$ cat config.mk
export PLATFORM = sky130hd
export DESIGN_NAME = cic_interpolator
export DESIGN_NICKNAME = d
export VERILOG_FILES = /design/src/rtl/cic_pkg.sv /design/src/rtl/cic_integrator_stage.sv /design/src/rtl/cic_interpolator.sv
export SDC_FILE = /design/constraint.sdc
export NUM_CORES = 1
export LEC_CHECK = 0
export CORE_ASPECT_RATIO = 1.4
export CORE_MARGIN = 5
export CORE_UTILIZATION = 44
export CTS_CLUSTER_DIAMETER = 150
export DETAILED_ROUTE_END_ITERATION = 16
export SLEW_MARGIN = 20
export SYNTH_ARGS = -nofsm -noshare
export SYNTH_HDL_FRONTEND = slang
export SYNTH_SLANG_ARGS = --single-unit
$ cat constraint.sdc
create_clock -name clk -period 12.1 [get_ports clk]
set_input_delay 1.21 -clock clk [delete_from_list [all_inputs] [get_ports clk]]
set_output_delay 1.21 -clock clk [all_outputs]
set_load 0.05 [all_outputs]
$ cat src/rtl/cic_pkg.sv
// Shared CIC helpers: constant clog2, bit-growth sizing and default sample typedefs.
package cic_pkg;

  function automatic int clog2(input int value);
    int result;
    result = 0;
    for (int v = value - 1; v > 0; v = v >> 1) begin
      result = result + 1;
    end
    return result;
  endfunction

  // Extra accumulator bits a CIC of order m, rate r and delay d needs over the input width.
  function automatic int cic_growth(input int m, input int r, input int d);
    return m * clog2(r * d);
  endfunction

  localparam int DEFAULT_X_WIDTH   = 16;
  localparam int DEFAULT_Y_WIDTH   = 12;
  localparam int DEFAULT_PRECISION = 24;

  typedef logic signed [DEFAULT_X_WIDTH-1:0]   x_sample_t;
  typedef logic signed [DEFAULT_Y_WIDTH-1:0]   y_sample_t;
  typedef logic signed [DEFAULT_PRECISION-1:0] acc_sample_t;

endpackage

$ cat src/rtl/cic_integrator_stage.sv
// One CIC integrator: wrapping signed accumulator that advances only on tick.
module cic_integrator_stage #(
  parameter int WIDTH = 24
) (
  input  logic                    clk,
  input  logic                    rst_n,
  input  logic                    tick,
  input  logic signed [WIDTH-1:0] din,
  output logic signed [WIDTH-1:0] acc
);

  logic signed [WIDTH-1:0] acc_reg;

  // Modulo-2^WIDTH wrap is intentional: the comb differences cancel it.
  always_ff @(posedge clk or negedge rst_n) begin
    if (!rst_n) begin
      acc_reg <= '0;
    end else if (tick) begin
      acc_reg <= acc_reg + din;
    end
  end

  assign acc = acc_reg;

endmodule

$ cat src/rtl/cic_interpolator.sv
// CIC interpolator: low-rate comb section, zero-stuffing, high-rate integrator chain.
// Define CIC_INTERPOLATOR_SATURATE_EN to clamp the output instead of wrapping it.
module cic_interpolator
  import cic_pkg::*;
#(
  parameter int M          = 2,
  parameter int R          = 2,
  parameter int D          = 1,
  parameter int X_WIDTH    = 16,
  parameter int Y_WIDTH    = 12,
  parameter int PRECISION  = 24,
  parameter int GAIN_SHIFT = 0
) (
  input  logic               clk,
  input  logic               rst_n,
  input  logic               enabled,
  input  logic [X_WIDTH-1:0] x,
  input  logic               x_valid,
  output logic               x_ready,
  output logic [Y_WIDTH-1:0] y,
  output logic               y_valid
);

  localparam int PW = (R > 1) ? clog2(R) : 1;
  localparam logic [PW-1:0] P_LAST = PW'(R - 1);
  localparam logic signed [PRECISION-1:0] Y_MAX = PRECISION'((2 ** (Y_WIDTH - 1)) - 1);
  localparam logic signed [PRECISION-1:0] Y_MIN = PRECISION'(-(2 ** (Y_WIDTH - 1)));

  logic [PW-1:0] p_reg;
  logic          accept;
  logic          tick;

  logic signed [PRECISION-1:0] comb_c    [M+1];
  logic signed [PRECISION-1:0] delay_reg [M][D];
  logic signed [PRECISION-1:0] int_in    [M];
  logic signed [PRECISION-1:0] int_acc   [M];
  logic signed [PRECISION-1:0] shifted;

  logic [Y_WIDTH-1:0] y_reg;
  logic [Y_WIDTH-1:0] y_next;
  logic               y_valid_reg;

  assign x_ready = rst_n & enabled & (p_reg == '0);
  assign accept  = x_valid & x_ready;
  assign tick    = enabled & (accept | (p_reg != '0));

  // Phase counter: one accepted sample opens a burst of R ticks.
  always_ff @(posedge clk or negedge rst_n) begin
    if (!rst_n) begin
      p_reg <= '0;
    end else if (tick) begin
      p_reg <= (p_reg == P_LAST) ? '0 : p_reg + 1'b1;
    end
  end

  assign comb_c[0] = {{(PRECISION - X_WIDTH){x[X_WIDTH-1]}}, x};

  generate
    for (genvar gi = 0; gi < M; gi++) begin : g_comb
      assign comb_c[gi+1] = comb_c[gi] - delay_reg[gi][D-1];

      always_ff @(posedge clk or negedge rst_n) begin
        if (!rst_n) begin
          for (int j = 0; j < D; j++) begin
            delay_reg[gi][j] <= '0;
          end
        end else if (accept) begin
          delay_reg[gi][0] <= comb_c[gi];
          for (int j = 1; j < D; j++) begin
            delay_reg[gi][j] <= delay_reg[gi][j-1];
          end
        end
      end
    end
  endgenerate

  // Zero-stuffing: only the accept tick carries the comb output.
  generate
    for (genvar gi = 0; gi < M; gi++) begin : g_integ
      if (gi == 0) begin : g_first
        assign int_in[gi] = accept ? comb_c[M] : '0;
      end else begin : g_rest
        assign int_in[gi] = int_acc[gi-1];
      end

      cic_integrator_stage #(
        .WIDTH (PRECISION)
      ) u_stage (
        .clk   (clk),
        .rst_n (rst_n),
        .tick  (tick),
        .din   (int_in[gi]),
        .acc   (int_acc[gi])
      );
    end
  endgenerate

  assign shifted = int_acc[M-1] >>> GAIN_SHIFT;

`ifdef CIC_INTERPOLATOR_SATURATE_EN
  always_comb begin
    y_next = shifted[Y_WIDTH-1:0];
    if (shifted > Y_MAX) begin
      y_next = Y_MAX[Y_WIDTH-1:0];
    end else if (shifted < Y_MIN) begin
      y_next = Y_MIN[Y_WIDTH-1:0];
    end
  end
`else
  logic shifted_unused;
  assign shifted_unused = ^{shifted[PRECISION-1:Y_WIDTH], Y_MAX, Y_MIN};

  always_comb begin
    y_next = shifted[Y_WIDTH-1:0];
  end
`endif

  always_ff @(posedge clk or negedge rst_n) begin
    if (!rst_n) begin
      y_reg       <= '0;
      y_valid_reg <= 1'b0;
    end else begin
      y_valid_reg <= tick;
      if (tick) begin
        y_reg <= y_next;
      end
    end
  end

  assign y       = y_reg;
  assign y_valid = y_valid_reg;

endmodule

==> key figures <==
Worst setup path
  – CP dominant cell by count: o21ai_0
  – Worst EP required: 12,360 ps
  – R2r setup slk: 7420 ps
  – CP Data Arrival Time: 5950 ps
  – CP Class: input pin to flip-flop
  – Critical path peak fanout: 4
  – CP max stage cell: clkdlybuf4s50_1
  – Top delay family on crit path: compound AO/OA/AOI/OAI gates
  – Crit path from: x[0]
  – Worst Path Buf+Inv: 2
  – R2r startpoint: delay_reg[24]
  – R2R depth: 21
  – Setup crit end: g_integ[0].u_stage.acc[11]
  – Critical path cell sequence: clkdlybuf4s50_1 -> inv_1 -> ha_1 -> fa_1 -> nor2b_1 -> o21ai_0 -> a21boi_0 -> o21ai_0 -> nand2b_1 -> xor2_1 -> ha_1 -> o21ai_0 -> nand2b_1 -> and3_1 -> nor3_1 -> ha_1 -> a21o_1 -> a21oi_1 -> o21ai_0 -> o31ai_1 -> o2111a_1 -> nor2_1 -> nand4_1
  – R2r endpoint: g_integ[0].u_stage.acc[11]
  – CP endpoint kind: flip-flop
  – Critical path depth: 23
  – Worst path max stage delay: 450 ps
  – Setup crit start kind: input pin

Global route
  – Total GRT Usage: 0.152
  – Vias in the first global route: 3,416
  – GRT Residual Overflow: 0
  – Initial antenna violation count: 0
  – First-pass GRT wire length: 14,800 um
  – Largest net degree at the start of global routing: 67

Finish
  – Finished Layout Cells: 676
  – Fraction of layout cells with a size suffix above 1: 0.0665
  – Layout Nets: 604
  – Area Growth Syn to Fin: 17.5%
  – Diodes inserted: 0
  – Final core occ: 0.523

Clocking
  – H-tree levels: 3
  – Post-CTS Hold Buffers: 0
  – Post CTS Setup Buffer Count: 0
  – CTS tree: yes
  – TritonCTS buffer count: 9
  – Clock Pin Slew Worst Setup and Hold Paths: 50 ps
  – CTS sink cnt: 62
  – CTS Buffer Depth: 2
  – Root buffer cell: clkbuf_16
  – Post_cts resized: 0
  – Clk Latency, worst-skew pair: 330 ps

Synth
  – Ys Warns: 0
  – Netlist Area Pre-Place: 0.00438 mm2
  – Syn_nets: 575
  – Unique masters post-synth: 54
  – FF+latch count, synth: 62
  – Syn Inst Count: 507
  – Async SR Flop Fraction: 1.00
  – Post-synth EDFFs: 0
  – Synth Flop Type: dfrtp_1
  – Syn avg cell area: 8.64 um2
  – Register area share after synthesis: 0.354

Placement
  – Final GP Congestion: 0.739
  – Placed instance count: 660
  – Post-DP HPWL: 6040 um
  – IO buf count: 29
  – Dpl ws: 6150 ps

Run status
  – Run status: completed

Worst hold path
  – Worst hold-check path type: flip-flop to flip-flop

Timing
  – Final Cycle Share: 0.470
  – Achievable Freq: 176 MHz
  – TNS Setup: 0 ps
  – Rel. slew slack: 0.408
  – Min Tclk post-route: 5680 ps
  – Unrepaired setup endpoints after global routing: false
  – Worst Skew: 3.37 ps
  – Slew @ Worst Pin: 882 ps
  – Final WS setup: 6420 ps
  – Pins over their slew limit: 0
  – Final setup violation count: 0
  – Hold Fails Final Rpt: 0

Die
  – Std cell rows: 43
  – Initial Utilization: 0.445
  – IO Count: 34
  – Die Ht: 128 um
  – Die area: 0.0121 mm2
  – Core area: 0.00985 mm2
  – Die width: 94.3 um

Power and ir drop
  – Power Density: 255 mW/mm2
  – Peak VDD IR: 0.0992 mV
  – Total power draw: 0.00131 W
  – Leakage Power: 2.42 nW

Route
  – 1st-iter DRT viols: 148
  – Avg WL per Cell: 12.2 um
  – Drt drc: 0
  – Routed Antenna Nets: 0
  – Final WL: 8230 um
  – Routed vias/inst: 5.09
  – Vias: 3,439
  – Router iterations before antenna repair: 4

Run
  – Max_cap viols: 0
## cell type report
cell class | instances | area, um2
inverters | 42 | 158
flip-flops and latches | 62 | 1550
fillers | 959 | 4700
well taps | 135 | 169
multi-input cells | 388 | 2620
clock buffers | 13 | 270
clock inverters | 3 | 65.1
repair buffers | 33 | 315
## per-layer routing
layer  GRT usage  vias to the layer above  share of wire
li1            -                     1819              -
met5           0                        -              0
met3      0.0329                       10          0.029
met2       0.271                       37           0.52
met4      0.0638                        0          0.015
met1       0.172                     1573           0.44
## logic make-up after synthesis
family          Yosys count  synth area share
simple gates            181             0.196
compound gates          127             0.189
flops                    62             0.354
buf+inv                  57            0.0488
fa+ha+maj                48             0.144
xor+xnor                 26            0.0520
mux                       6            0.0163
## through the flow
stage | cell area (um2) | hold WS (ps)
2_1_floorplan | 4380 | 441
3_3_place_gp | 4810 | 456
3_5_place_dp | 4810 | 460
4_1_cts | 5150 | 470
5_1_grt | 5150 | 492
6_report | 5150 | 466
## synthesized netlist by cell type, drive strengths merged, types with 2 or more instances
cell,count,area share
a21o,8,0.014
or2,2,0.0029
and2,2,0.0029
a211oi,3,0.0051
nor2b,12,0.017
fa,4,0.018
mux2,6,0.016
a31oi,2,0.0063
o211ai,3,0.0051
or4,2,0.0043
a21boi,4,0.0069
nand2b,8,0.011
o31ai,8,0.014
and3,7,0.010
xor2,12,0.024
a21oi,17,0.020
nor3,14,0.016
o31a,2,0.0040
o21bai,2,0.0034
nand2,93,0.080
o21a,10,0.017
nand3,5,0.0057
xnor2,14,0.028
or3,2,0.0040
clkbuf,13,0.011
o2111ai,2,0.0040
ha,44,0.13
buf,2,0.0017
a221oi,2,0.0054
a311oi,2,0.0040
a2111oi,2,0.0040
inv,42,0.036
nor3b,5,0.0086
nand3b,5,0.0086
dfrtp,62,0.35
nor2,20,0.017
o21ai,53,0.061
## worst min-delay path by stage
stage                                     startpoint                         end  slack (ps)  cells after the start
after CTS                 g_integ[1].u_stage.acc[11]  g_integ[1].u_stage.acc[11]         470                      1
after global placement                         y[10]                       y[10]         460                      2
after floorplan           g_integ[1].u_stage.acc[11]  g_integ[1].u_stage.acc[11]         440                      1
after detailed placement  g_integ[1].u_stage.acc[11]  g_integ[1].u_stage.acc[11]         460                      1
final                     g_integ[1].u_stage.acc[11]  g_integ[1].u_stage.acc[11]         470                      1
after global routing                           y[10]                       y[10]         490                      2
## worst reg2reg max path, cell delays in order (launching register included)
cell	delay (ps)
dfrtp_1	380
ha_1	220
fa_1	400
nor2b_1	130
o21ai_0	120
a21boi_0	290
o21ai_0	170
nand2b_1	110
xor2_1	220
ha_1	300
o21ai_0	90
nand2b_1	110
and3_1	200
nor3_1	220
ha_1	320
a21o_1	190
a21oi_1	120
o21ai_0	200
o31ai_1	450
o2111a_1	260
nor2_1	50
nand4_1	90
## placed cells by master, fill, tap and decap left out, drive strengths merged, types with 10 or more instances in the layout
cell	n
nor2	20
nand2	93
o21ai	53
clkdlybuf4s50	28
nor3	14
inv	42
dfrtp	62
xor2	12
xnor2	14
a21oi	17
nor2b	12
ha	44
o21a	10
clkbuf	13
## where the power goes
group | internal, W | switching (W)
registers | 0.000286 | 0.0000507
logic | 0.000301 | 0.000388
clock network | 0.000197 | 0.0000895
total | 0.000784 | 0.000528
Note: power is estimated with default switching activity, not from simulation.
